### src/rtl/md_pkg.sv
`default_nettype none
// ============================================================================
// Module   : md_pkg
// Purpose  : Shared funct codes, instruction classes and issue FSM states for
//            the multiply/divide issue path.
// Revision : 1.0  initial release
// ============================================================================
package md_pkg;

   localparam logic [5:0] FN_MFHI  = 6'd16;
   localparam logic [5:0] FN_MTHI  = 6'd17;
   localparam logic [5:0] FN_MFLO  = 6'd18;
   localparam logic [5:0] FN_MTLO  = 6'd19;
   localparam logic [5:0] FN_MULT  = 6'd24;
   localparam logic [5:0] FN_MULTU = 6'd25;
   localparam logic [5:0] FN_DIV   = 6'd26;
   localparam logic [5:0] FN_DIVU  = 6'd27;

   typedef enum logic [1:0] {
      NONE = 2'd0,
      LONG = 2'd1,
      MT   = 2'd2,
      MF   = 2'd3
   } md_class_t;

   typedef enum logic [1:0] {
      IDLE    = 2'd0,
      BUSY    = 2'd1,
      MF_WAIT = 2'd2
   } md_state_t;

   // funct[1] distinguishes HI (MFHI) from LO (MFLO) within the MF class.
   function automatic logic md_mf_sel_lo(input logic [5:0] funct);
      return funct[1];
   endfunction

endpackage
`default_nettype wire

### src/rtl/md_decode.sv
`default_nettype none
// ============================================================================
// Module   : md_decode
// Purpose  : Combinational MD-class decode and latency select; shared with the
//            hazard unit.
// Revision : 1.0  initial release
// ============================================================================
module md_decode
   import md_pkg::*;
(
   input  logic [31:0] i_instr,
   output md_class_t   o_class,
   output logic        o_lat_sel
);

   logic [5:0] w_funct;
   logic       w_rtype;
   logic       w_unused_bits;

   assign w_funct       = i_instr[5:0];
   assign w_rtype       = (i_instr[31:26] == 6'd0);
   assign w_unused_bits = ^i_instr[25:6];

   // o_lat_sel=1 selects the divide latency.
   always_comb begin
      o_class   = NONE;
      o_lat_sel = 1'b0;
      if (w_rtype) begin
         case (w_funct)
            FN_MULT, FN_MULTU: o_class = LONG;
            FN_DIV, FN_DIVU: begin
               o_class   = LONG;
               o_lat_sel = 1'b1;
            end
            FN_MTHI, FN_MTLO:  o_class = MT;
            FN_MFHI, FN_MFLO:  o_class = MF;
            default:           o_class = NONE;
         endcase
      end
   end

endmodule
`default_nettype wire

### src/rtl/md_issue_ctrl.sv
`default_nettype none
// ============================================================================
// Module   : md_issue_ctrl
// Purpose  : EX-stage initiator for the multiply/divide unit: issue, busy
//            tracking, hazard stall, MFHI/MFLO return and cancel.
// Revision : 1.0  initial release
// ============================================================================
module md_issue_ctrl
   import md_pkg::*;
#(
   parameter int MULT_LAT = 5,
   parameter int DIV_LAT  = 10
) (
   input  logic        clk,
   input  logic        reset,
   input  logic        ex_valid,
   input  logic [31:0] ex_instr,
   input  logic [31:0] ex_rs_val,
   input  logic [31:0] ex_rt_val,
   input  logic        ex_flush,
   input  logic        mdu_busy,
   input  logic [31:0] mdu_hi,
   input  logic [31:0] mdu_lo,
   output logic        mdu_start,
   output logic [31:0] mdu_instr,
   output logic [31:0] mdu_a,
   output logic [31:0] mdu_b,
   output logic        mdu_disable,
   output logic        stall,
   output logic        mf_valid,
   output logic [31:0] mf_data,
   output logic        err
);

   localparam int c_MAX_LAT = (MULT_LAT > DIV_LAT) ? MULT_LAT : DIV_LAT;
   localparam int c_CNT_W   = $clog2(c_MAX_LAT + 1);
   localparam logic [c_CNT_W-1:0] c_MULT_CNT = c_CNT_W'(MULT_LAT);
   localparam logic [c_CNT_W-1:0] c_DIV_CNT  = c_CNT_W'(DIV_LAT);
   localparam logic [c_CNT_W-1:0] c_CNT_ONE  = c_CNT_W'(1);

   md_state_t          r_state;
   logic [c_CNT_W-1:0] r_cnt;
   logic               r_first;
   logic               r_sel;
   logic               r_err;
   logic               r_cancel_d;

   md_class_t          w_class;
   logic               w_lat_sel;
   logic               w_go;
   logic               w_err_set;

   md_decode u_decode (
      .i_instr   (ex_instr),
      .o_class   (w_class),
      .o_lat_sel (w_lat_sel)
   );

   assign w_go  = ex_valid & ~ex_flush & (r_state == IDLE);
   assign mdu_a = ex_rs_val;
   assign mdu_b = ex_rt_val;
   assign err   = r_err;

   always_comb begin
      mdu_start   = 1'b0;
      mdu_instr   = 32'd0;
      mdu_disable = 1'b0;
      stall       = 1'b0;
      mf_valid    = 1'b0;
      mf_data     = 32'd0;
      case (r_state)
         IDLE: begin
            if (w_go) begin
               case (w_class)
                  LONG, MT: begin
                     mdu_start = 1'b1;
                     mdu_instr = ex_instr;
                  end
                  MF: begin
                     mdu_instr = ex_instr;
                     stall     = 1'b1;
                  end
                  default: ;
               endcase
            end
         end
         BUSY: begin
            // Non-MD instructions keep flowing underneath a long op.
            stall       = ex_valid & (w_class != NONE);
            mdu_disable = r_first & ex_flush;
         end
         MF_WAIT: begin
            mf_valid = ~ex_flush;
            mf_data  = r_sel ? mdu_lo : mdu_hi;
         end
         default: ;
      endcase
   end

   // An IDLE cycle right after a cancel may still see the unit winding down.
   assign w_err_set = ((r_state == BUSY) & ~mdu_busy) |
                      ((r_state == IDLE) & mdu_busy & ~r_cancel_d);

   always_ff @(posedge clk) begin
      if (reset) begin
         r_state    <= IDLE;
         r_cnt      <= '0;
         r_first    <= 1'b0;
         r_sel      <= 1'b0;
         r_err      <= 1'b0;
         r_cancel_d <= 1'b0;
      end else begin
         r_cancel_d <= mdu_disable;
         if (w_err_set) begin
            r_err <= 1'b1;
         end
         case (r_state)
            IDLE: begin
               if (w_go) begin
                  case (w_class)
                     LONG: begin
                        r_cnt   <= w_lat_sel ? c_DIV_CNT : c_MULT_CNT;
                        r_first <= 1'b1;
                        r_state <= BUSY;
                     end
                     MF: begin
                        r_sel   <= md_mf_sel_lo(ex_instr[5:0]);
                        r_state <= MF_WAIT;
                     end
                     default: ;
                  endcase
               end
            end
            BUSY: begin
               r_first <= 1'b0;
               if (r_first & ex_flush) begin
                  r_cnt   <= '0;
                  r_state <= IDLE;
               end else begin
                  r_cnt <= r_cnt - c_CNT_ONE;
                  if (r_cnt <= c_CNT_ONE) begin
                     r_state <= IDLE;
                  end
               end
            end
            MF_WAIT: begin
               r_state <= IDLE;
            end
            default: begin
               r_state <= IDLE;
            end
         endcase
      end
   end

endmodule
`default_nettype wire

### config.mk
export PLATFORM = sky130hd
export DESIGN_NAME = md_issue_ctrl
export DESIGN_NICKNAME = d
export VERILOG_FILES = /design/src/rtl/md_pkg.sv /design/src/rtl/md_decode.sv /design/src/rtl/md_issue_ctrl.sv
export SDC_FILE = /design/constraint.sdc
export NUM_CORES = 1
export LEC_CHECK = 0
export CORE_AREA = 2 2 114 116
export DETAILED_ROUTE_END_ITERATION = 7
export DIE_AREA = 0 0 116 118
export PLACE_DENSITY = 0.68
export RECOVER_POWER = 25
export REMOVE_ABC_BUFFERS = 1
export SETUP_SLACK_MARGIN = 0.1
export SLEW_MARGIN = 20
export SYNTH_ARGS = -nofsm -noshare
export SYNTH_HDL_FRONTEND = slang
export SYNTH_SLANG_ARGS = --single-unit
export TNS_END_PERCENT = 100
### constraint.sdc
create_clock -name clk -period 9.5 [get_ports clk]
set_clock_uncertainty 0.1 [all_clocks]
set_input_delay 2.85 -clock clk [delete_from_list [all_inputs] [get_ports clk]]
set_output_delay 2.85 -clock clk [all_outputs]
set_load 0.02 [all_outputs]
Word-level counts from Yosys, hierarchy flattened
Index checks and enable logic that the tools add are counted.
{"block": "word_totals", "regBits": 10, "output_inout_bits": 133, "word_cells": 79, "inputBits": 165}
{"block": "classes", "mux": 30, "addsub": 1, "bitwise": 11, "n_eq_ne": 17, "reduce_logical": 13, "n_lt_le_gt_ge": 1}
{"op": "32-bit two-way mux", "n": 5}
{"op": "6-bit by 5-bit == test with 1-bit output, second input constant", "n": 8}
{"op": "4-bit two-way mux", "n": 4}
{"op": "1-bit two-way mux", "n": 11}
{"op": "3-bit AND reduction", "n": 3}
{"op": "2-bit two-way mux", "n": 4}
{"op": "2-bit case mux with 2 select lines", "n": 2}
{"op": "4-bit case mux with 2 select lines", "n": 1}
{"op": "2-bit OR reduction", "n": 4}
{"op": "1-bit bitwise AND", "n": 7}
{"op": "2-bit == test, second input constant", "n": 3}
{"op": "6-bit logical NOT", "n": 1}
{"op": "2-bit case mux with 3 select lines", "n": 1}
{"op": "2-bit by 1-bit == test with 1-bit output, second input constant", "n": 2}
{"op": "4-bit by 1-bit less-or-equal comparator with 1-bit output, second input constant", "n": 1}
{"op": "1-bit case mux with 2 select lines", "n": 2}
{"op": "2-bit nonzero test", "n": 2}
{"op": "4-bit OR reduction", "n": 1}
{"op": "4-bit by 1-bit subtractor with 4-bit output, second input constant", "n": 1}
{"op": "3-bit by 1-bit inequality test with 1-bit output, second input constant", "n": 1}
{"op": "3-bit by 2-bit inequality test with 1-bit output, second input constant", "n": 1}
{"op": "1-bit NOT", "n": 3}
{"op": "3-bit OR reduction", "n": 1}
{"op": "2-bit logical NOT", "n": 1}
{"op": "3 further kinds", "n": 3}

Logic depth before layout (Yosys ltp)
Gate-level depths: netlist of the first run.
{"block": "depth", "word_depth": 9, "depth_mapped": 9}

Cells and area by module
A second synthesis of the first run with hierarchy kept.
{"block": "hier_totals", "cells_unflattened": 254, "area_unflattened_um2": 1854.3}
{"mod": "md_issue_ctrl", "cells_per_inst": 245, "n_inst": 1, "area_per_inst_um2": 1799.2}
{"mod": "md_decode", "cells_per_inst": 9, "n_inst": 1, "area_per_inst_um2": 55.1}

Least setup slack after synthesis of the first run
No wires, ideal clock.
{"block": "synth_path", "path_kind": "input-to-output", "start": "input port ex_instr[27]", "end": "output port mdu_instr[0]", "cell_stages": 7, "required_time_ns": 6.550, "setup_slack_ns": 2.295, "path_buffers": 1, "arrival_time_ns": 4.255, "cell_sequence": "nor4_4 nand3_2 a21o_1 ha_1 nor2_1 clkbuf_2 and2_1"}
{"block": "synth_between", "elab_chain_len": 7}
{"item": "start, declared", "line": "md_issue_ctrl.sv:17", "rtl": "input logic [31:0] ex_instr,"}
{"item": "6-bit logical NOT (*)", "line": "md_decode.sv:21", "rtl": "assign w_rtype = (i_instr[31:26] == 6'd0);"}
{"item": "2-bit two-way mux (*)", "line": "md_decode.sv:28", "rtl": "if (w_rtype) begin"}
{"item": "2-bit == test or 2-bit by 1-bit == test with 1-bit output (tied branches)", "line": "md_issue_ctrl.sv:74", "rtl": "case (w_class)"}
{"item": "3-bit OR reduction (no line) (*)"}
{"item": "32-bit two-way mux (*)", "line": "md_issue_ctrl.sv:74"}
{"item": "32-bit two-way mux (*)", "line": "md_issue_ctrl.sv:73", "rtl": "if (w_go) begin"}
{"item": "32-bit two-way mux (*)", "line": "md_issue_ctrl.sv:71", "rtl": "case (r_state)"}
{"item": "end, declared", "line": "md_issue_ctrl.sv:25", "rtl": "output logic [31:0] mdu_instr,"}
Mark *: on every way between the ends. The rest lies on a longest branch, timed or not.

Worst setup path after layout of the first run
{"block": "layout_path", "start": "input port ex_instr[4]", "end": "output port mdu_instr[2]"}
{"block": "layout_between", "elab_chain_len": 9}
{"item": "6-bit by 5-bit == test with 1-bit output", "line": "md_decode.sv:29", "rtl": "case (w_funct)"}
{"item": "4-bit OR reduction (no line) or 2-bit OR reduction (tied branches)"}
{"item": "2-bit case mux with 3 select lines (*)", "line": "md_decode.sv:29"}
{"item": "2-bit two-way mux (*)", "line": "md_decode.sv:28"}
{"item": "2-bit == test or 2-bit by 1-bit == test with 1-bit output (tied branches)", "line": "md_issue_ctrl.sv:74"}
{"item": "3-bit OR reduction (no line) (*)"}
{"item": "32-bit two-way mux (*)", "line": "md_issue_ctrl.sv:74"}
{"item": "32-bit two-way mux (*)", "line": "md_issue_ctrl.sv:73"}
{"item": "32-bit two-way mux (*)", "line": "md_issue_ctrl.sv:71"}
Marks and branches as above.

==> results.md, run 1 <==
- Status: finished, final reports clean
- CP max stage delay: between 0.6 and 0.7 ns
- Cell depth of the worst setup path: 9
- Drt initial violations: between 70 and 80
- R2R setup slack: ~8.0 ns
- R2R depth: 4
- Final setup fails: 0
- Gpl congestion: 0.927
- TritonCTS sink count: 10
- Worst Slack Setup Final: 0.980 ns
- Cells after DPL: 519
- Period utilization: around nine tenths
- # IOs: 298
- RSZ-0062 raised after global routing: false
- F_max: between 100 and 150 MHz
- CTS Buf Count: 3
- Die Area: 13700 sq um
- Total power: 0.180 mW
- Nets@finish: 523
- Worst VDD drop: 44.2 uV
- First-pass iteration count of the detailed router: 4
- Final core utilization: 26.7%
- Clock-pin slew on the worst setup and hold paths: around 0.040 ns
- DRC viols: 0
- Port bufs: roughly 170
- Hpwl dp: between 10000 and 15000 um
- Crit Path Max Fanout: 31
- Leakage: approximately 1.1 nW
- Fin. max-slew vios: 0
- Hold wc startpoint: err$_SDFFE_PP0P_
- Critical Path Sink: mdu_instr[2]
- WL final: about 13000 um
- Post-CTS Setup Bufs: 0
- Worst setup startpoint: ex_instr[4]
- # hold bufs at CTS: 0
- Area occupied by multi-input gates: between 1000 and 1500 sq um
- Global-route wire length before repair: 16600 um
- CTS max path bufs: 2
- Post_cts resized: 0
- Final hold slack: about 0.38 ns
- Worst r2r src: r_state[1]$_SDFFE_PP0P_
- Min Tclk post-route: 8.52 ns
- Relative slew slack: between 30% and 40%
- Slowest cell on crit path: clkdlybuf4s50_1
- Most common cell after layout, fill and taps aside: clkdlybuf4s50_1
- Global-route usage over all layers: roughly 17%
- RR Endpoint: r_cnt[0]$_SDFFE_PP0P_
- Crit path max-delay family: buffers and inverters
- Area grow syn2layout: 80.3%
- Cell Chain, Critical Path: dlygate4sd3_1 -> nor3b_1 -> nand3_2 -> a21o_1 -> ha_1 -> nor2_1 -> buf_4 -> and2_1 -> clkdlybuf4s50_1
- PwrDens: about 54 nW/um^2
- Mean number of vias per cell: 4.14
- DR WL/cell: 24.1 um
- Critical path required time: between 6 and 7 ns
- Mapped Avg Cell Area: around 7.3 sq um
- Initial Utilization: 14.8%
- GRT Residual Overflow: 0
- Register area: between 200 and 250 sq um
- Clk_lat worst skew: around 0.24 ns
- Die Ht: 118 um
- Worst Tran Pin Value: 1.03 ns
- H-tree levels: 1
- Initial antenna violation count: 0
- CP Capture Type: output port
- Worst Path Buf+Inv: 3
- YS warnings: 0
- Yosys reg bits: 10
- Hold Fails Final Rpt: 0
- Fraction of layout cells with a size suffix above 1: 4.84%
- Core box area: between 10000 and 15000 sq um
- Number of distinct library cells after synthesis: 40
- Antenna-violating nets left: 0
- Pin count of the biggest net entering global routing: 34
- Critical path class: in -> out
- Placed standard-cell area: between 3000 and 4000 sq um
- Post-Layout Cell Count: about 520
- Fillers: 1364
- Clk Tree Root Cell: clkbuf_16
- Mapped cell area: around 1800 sq um
- Setup WS pre-CTS: between 1 and 1.5 ns
- # rows: 41
- Crit path launch type: input port
- Fin Setup TNS: 0 ns
- Most frequent cells in the layout: clkdlybuf4s50_1 (165), nor2_1 (46), mux2i_1 (33), and2_1 (30), dfxtp_1 (9)
- ANT cells: 0
- Via Count: ~2200
- WP data arrival: approximately 5.6 ns
- Die Wd: roughly 120 um
- Synthesized netlist cell count: roughly 250
- Vias in the first global route: ~2100
- CTS tree: yes
- Final Cell Area: between 3000 and 4000 sq um
- Max_cap viols: 0
- Hold WC Path Type: reg -> reg
- Sequential area share after synthesis: between 10% and 20%
[Yosys cell counts (all sizes together)]
master   n  area share, %
a211oi   1           0.41
a21o     1           0.41
a21oi    1           0.27
a221oi   1           0.48
a31oi    1           0.34
a32o     1           0.54
and2    31             11
and2b    1           0.48
and3     1           0.34
and4bb   1           0.68
buf     67             27
clkbuf   9            2.0
dfxtp   10             11
ha       6            4.1
inv      8            1.6
mux2     1           0.61
mux2i   33             18
nand2    4           0.95
nand2b   1           0.34
nand3    4            1.4
nand4    2           0.68
nor2    46            9.4
nor3     6            1.6
nor3b    2           0.81
nor4     1            1.2
o211ai   1           0.41
o21ai    3           0.81
o22a     1           0.54
o22ai    1           0.34
o311ai   1           0.48
o41ai    1           0.88
or2      1           0.34
or2b     1           0.41
or3      1           0.34
or4b     1           0.54
[sequential cells by signal (all words and copies together), names as in the netlist]
register    count
r_cnt           4
r_state         2
err             1
r_cancel_d      1
r_first         1
r_sel           1
[where the power goes]
group / total [mW] / switching [mW] / internal (mW)
Clock: 0.0841 / 0.0208 / 0.0634
Sequential: 0.0426 / 0.000164 / 0.0425
Combinational: 0.0536 / 0.0137 / 0.0398
Total: 0.180 / 0.0347 / 0.146
[worst min path at each step]
stage | end | slack [ns] | cells past startpoint
after floorplan | r_first$_SDFFE_PP0P_ | 0.37 | 2
after global placement | err$_SDFFE_PP0P_ | 0.35 | 2
after detailed placement | err$_SDFFE_PP0P_ | 0.38 | 2
after CTS | err$_SDFFE_PP0P_ | 0.39 | 2
after global routing | r_first$_SDFFE_PP0P_ | 0.41 | 2
final | err$_SDFFE_PP0P_ | 0.38 | 2
[worst register-to-register path: stages (launching register included)]
cell and delay (ns):
dfxtp_1 0.38, and2b_2 0.28, nor2_1 0.29, a31oi_1 0.07
a221oi_1 0.30
[final cells by class]
type                    count  share of cell area (%)
inverters                   8                   0.904
clock buffers               4                    2.68
well taps                 172                    6.48
repair buffers            171                    51.4
multi-input cells         158                    32.5
flip-flops and latches     10                    6.07
[kinds of logic after synthesis]
| family | share of synthesized area [%] |
|---|---|
| adders and majority gates | 4.08 |
| AOI/OAI and AO/OA | 5.91 |
| buffers and inverters | 30.6 |
| muxes | 18.5 |
| DFF | 10.9 |
| and+or+nand+nor | 30.0 |
[metal layers]
layer	part of all wire, %	track usage, %	wire length, um	vias to the layer above
li1	-	-	-	965
met1	35	17.9	4450	942
met2	38	23.4	4780	242
met3	26	19.8	3240	13
met4	0.70	2.38	89	2
met5	0.55	5.88	69	-
(Power assumes the default switching activity.)
==> inputs of run 2 (changes only) <==
--- a/config.mk
+++ b/config.mk
@@ -5,10 +5,11 @@
 export SDC_FILE = /design/constraint.sdc
 export NUM_CORES = 1
 export LEC_CHECK = 0
+export ABC_AREA = 1
 export CORE_AREA = 2 2 114 116
 export DETAILED_ROUTE_END_ITERATION = 7
 export DIE_AREA = 0 0 116 118
-export PLACE_DENSITY = 0.68
+export PLACE_DENSITY = 0.69
 export RECOVER_POWER = 25
 export REMOVE_ABC_BUFFERS = 1
 export SETUP_SLACK_MARGIN = 0.1
==> results.md, run 2 <==
- Status: finished, final reports clean
- # IOs: 298 (unchanged)
- Max_cap viols: 0 (unchanged)
- Synthesized netlist cell count: 337 (+34%)
- Hold wc startpoint: err$_SDFFE_PP0P_
- Post-CTS Setup Bufs: 0 (unchanged)
- Fin Setup TNS: 0 ns (unchanged)
- Ys flop type: dfxtp_1
- Post-synth EDFFs: 0 (unchanged)
- DR WL/cell: 23.6 um (-2.3%)
- WL final: 14200 um (+13%)
- Slowest cell on crit path: clkdlybuf4s50_1
- DRC viols: 0 (unchanged)
- Crit Path Max Fanout: 32 (+3.2%)
- Nets@finish: 604 (+15%)
- Biggest regs: r_cnt x4, r_state x2
- Most common cell after layout, fill and taps aside: clkdlybuf4s50_1
- Antenna-violating nets left: 0 (unchanged)
- YS warnings: 0 (unchanged)
- Fin. max-slew vios: 0 (unchanged)
- Yosys reg bits: 10 (unchanged)
- Final setup fails: 0 (unchanged)
- Worst VDD drop: 79.6 uV (+80%)
- Clock-pin slew on the worst setup and hold paths: 0.04 ns (about the same)
- Worst r2r src: r_cnt[0]$_SDFFE_PP0P_
- Hold Path Sink: err$_SDFFE_PP0P_
- R2R depth: 7 (+3)
- Mapped cell area: 1920 sq um (+4.0%)
- Initial antenna violation count: 0 (unchanged)
- Port bufs: 169 (unchanged)
- Net Sw Power: 0.0354 mW (+2.1%)
- Cell depth of the worst setup path: 9 (unchanged)
- Critical path required time: 6.55 ns (about the same)
- Leakage: 1.44 nW (+26%)
- Crit path max-delay family: simple AND/OR/NAND/NOR gates
- CTS Buf Count: 3 (unchanged)
- Min Tclk post-route: 8.65 ns (+0.125 ns)
- Cell Chain, Critical Path: dlygate4sd3_1 -> nor2_1 -> nand3_1 -> nor2_1 -> nand3_1 -> ha_1 -> or2_2 -> nor2_1 -> clkdlybuf4s50_1
- Number of distinct library cells after synthesis: 23 (-43%)
- Area contributors post-synth: buf_4 (25%), nand2_1 (15%), a21oi_1 (11%), dfxtp_1 (10%), inv_1 (9.4%)
- Clk pwr share: 45.7% (-1.0 points)
- # rows: 41 (unchanged)
- GRT Residual Overflow: 0 (unchanged)
- Most flop-heavy register: r_cnt
- PwrDens: 54.3 nW/um^2 (about the same)
- Via Count: 2457 (+14%)
- Die Ht: 118 um (unchanged)
- First-pass iteration count of the detailed router: 4 (unchanged)
- CP max stage delay: 0.64 ns (about the same)
- Relative slew slack: 31.9% (+0.83 points)
- Pin count of the biggest net entering global routing: 34 (unchanged)
- Gpl congestion: 0.894 (-3.5%)
- Mean number of vias per cell: 4.07 (-1.7%)
- Hold WC Path Type: reg -> reg
- Drt initial violations: 76 (unchanged)
- Worst Path Buf+Inv: 2 (-1)
- Area grow syn2layout: 73.7%
- Hold Fails Final Rpt: 0 (unchanged)
- Synth area leader: buf_4
- CTS max path bufs: 2 (unchanged)
- Clk Tree Root Cell: clkbuf_16
- WP data arrival: 5.70 ns (+0.13 ns)
- Core box area: 12400 sq um (unchanged)
- Hpwl dp: 12300 um (+14%)
- Global-route wire length before repair: 18500 um (+11%)
- Top-count cell post-synth: nand2_1
- Worst Tran Pin Value: 1.02 ns (-0.0136 ns)
- Die Area: 13700 sq um (unchanged)
- RR Endpoint: r_state[1]$_SDFFE_PP0P_
- Hold-critical path depth: 1 (-1)
- Final hold slack: 0.374 ns (-0.00232 ns)
- R2R setup slack: 7.99 ns (about the same)
- Global-route usage over all layers: 19.6% (+2.3 points)
- Number of flip-flops in the largest register: 4 (unchanged)
- Vias in the first global route: 2409 (+12%)
- Post_cts resized: 0 (unchanged)
- Clk_lat worst skew: 0.23 ns (about the same)
- F_max: 116 MHz (-1.5%)
- Mapped Avg Cell Area: 5.68 sq um (-22%)
- Critical path class: in -> out
- CP Capture Type: output port
- Area share of the largest cell type after synthesis: 25.1% (-1.0 points)
- Pint: 0.145 mW (-0.27%)
- Fraction of layout cells with a size suffix above 1: 5.09% (+0.25 points)
- ANT cells: 0 (unchanged)
- CTS tree: yes
- Commonest cells post-synth: nand2_1 (75), buf_4 (64), inv_1 (48)
- H-tree levels: 1 (unchanged)
- Most common cell on crit path: nor2_1
- Crit path launch type: input port
- Most frequent cells in the layout: clkdlybuf4s50_1 (165), nand2_1 (75), inv_1 (48), a21oi_1 (42), nor2_1 (38)
- RSZ-0062 raised after global routing: false
- Part of the power in registers: 23.6% (about the same)
- Initial Utilization: 15.4% (+0.59 points)
- Sequential area share after synthesis: 10.5% (-0.42 points)
- Period utilization: 91.0% (+1.3 points)
- Die Wd: 116 um (unchanged)
- Combinational Power Share: 30.7% (+1.0 points)
- Switch share: 19.6% (+0.37 points)
- # hold bufs at CTS: 0 (unchanged)
- Async S/R FF share, synth: 0% (unchanged)
- TritonCTS sink count: 10 (unchanged)
run 2: cell families after synthesis:
group | share of synthesized area, %
flops | 10.5
xor+xnor | 0.457
simple gates | 31.0
buf+inv | 40.2
fa+ha+maj | 3.92
compound gates | 14.0
run 2: how the worst max path moves through the flow:
| stage | start | endpoint | slack, ns |
|---|---|---|---|
| after floorplan | ex_instr[29] | mdu_instr[0] | 2.01 |
| after global placement | ex_instr[29] | mdu_instr[31] | 0.78 |
| after detailed placement | ex_instr[28] | mdu_instr[30] | 0.98 |
| after CTS | ex_instr[28] | mdu_instr[30] | 0.96 |
| after global routing | ex_instr[29] | mdu_instr[30] | 0.65 |
| final | ex_instr[29] | mdu_instr[30] | 0.85 |
run 2: worst reg2reg max path, delay by kind of cell, from the launching register on:
family,cells,cell delay [ns]
and+or+nand+nor,2,0.38
buffers and inverters,3,0.19
AOI/OAI and AO/OA,1,0.18
adders and majority gates,1,0.23
DFF,1,0.34
run 2: final cells by class:
cell class / count / area, sq um
fill: 1398 / 9090
timing repair buffer: 170 / 1700
multi-input combinational: 200 / 945
tap: 172 / 215
sequential: 10 / 200
clock buffer: 4 / 88.8
inverter: 48 / 180
run 2: power by group through the flow:
stage               Clock (mW)  Combinational [mW]  Sequential (mW)
floorplan                    0             0.00910           0.0437
global placement             0              0.0554           0.0434
detailed placement           0              0.0552           0.0434
CTS                     0.0844              0.0558           0.0426
global route            0.0861              0.0600           0.0426
finish                  0.0826              0.0554           0.0426
run 2: metal layers:
metal | GRT usage [%] | share of wire (%) | up-vias
met5 | 9.41 | 1.1 | -
met4 | 3.27 | 1.7 | 4
met3 | 24.0 | 28 | 12
met2 | 26.2 | 37 | 253
met1 | 19.0 | 33 | 1042
li1 | - | - | 1146
run 2: per-stage QoR:
step,instances,utilization (%),instance area (sq um),setup WS [ns],power [mW]
floorplan,258,-,1330,2.01,0.0528
global placement,600,26.1,3240,0.777,0.0987
detailed placement,600,26.1,3240,0.977,0.0985
CTS,604,26.8,3330,0.964,0.183
global route,604,26.8,3330,0.652,0.189
finish,604,26.8,3330,0.855,0.181
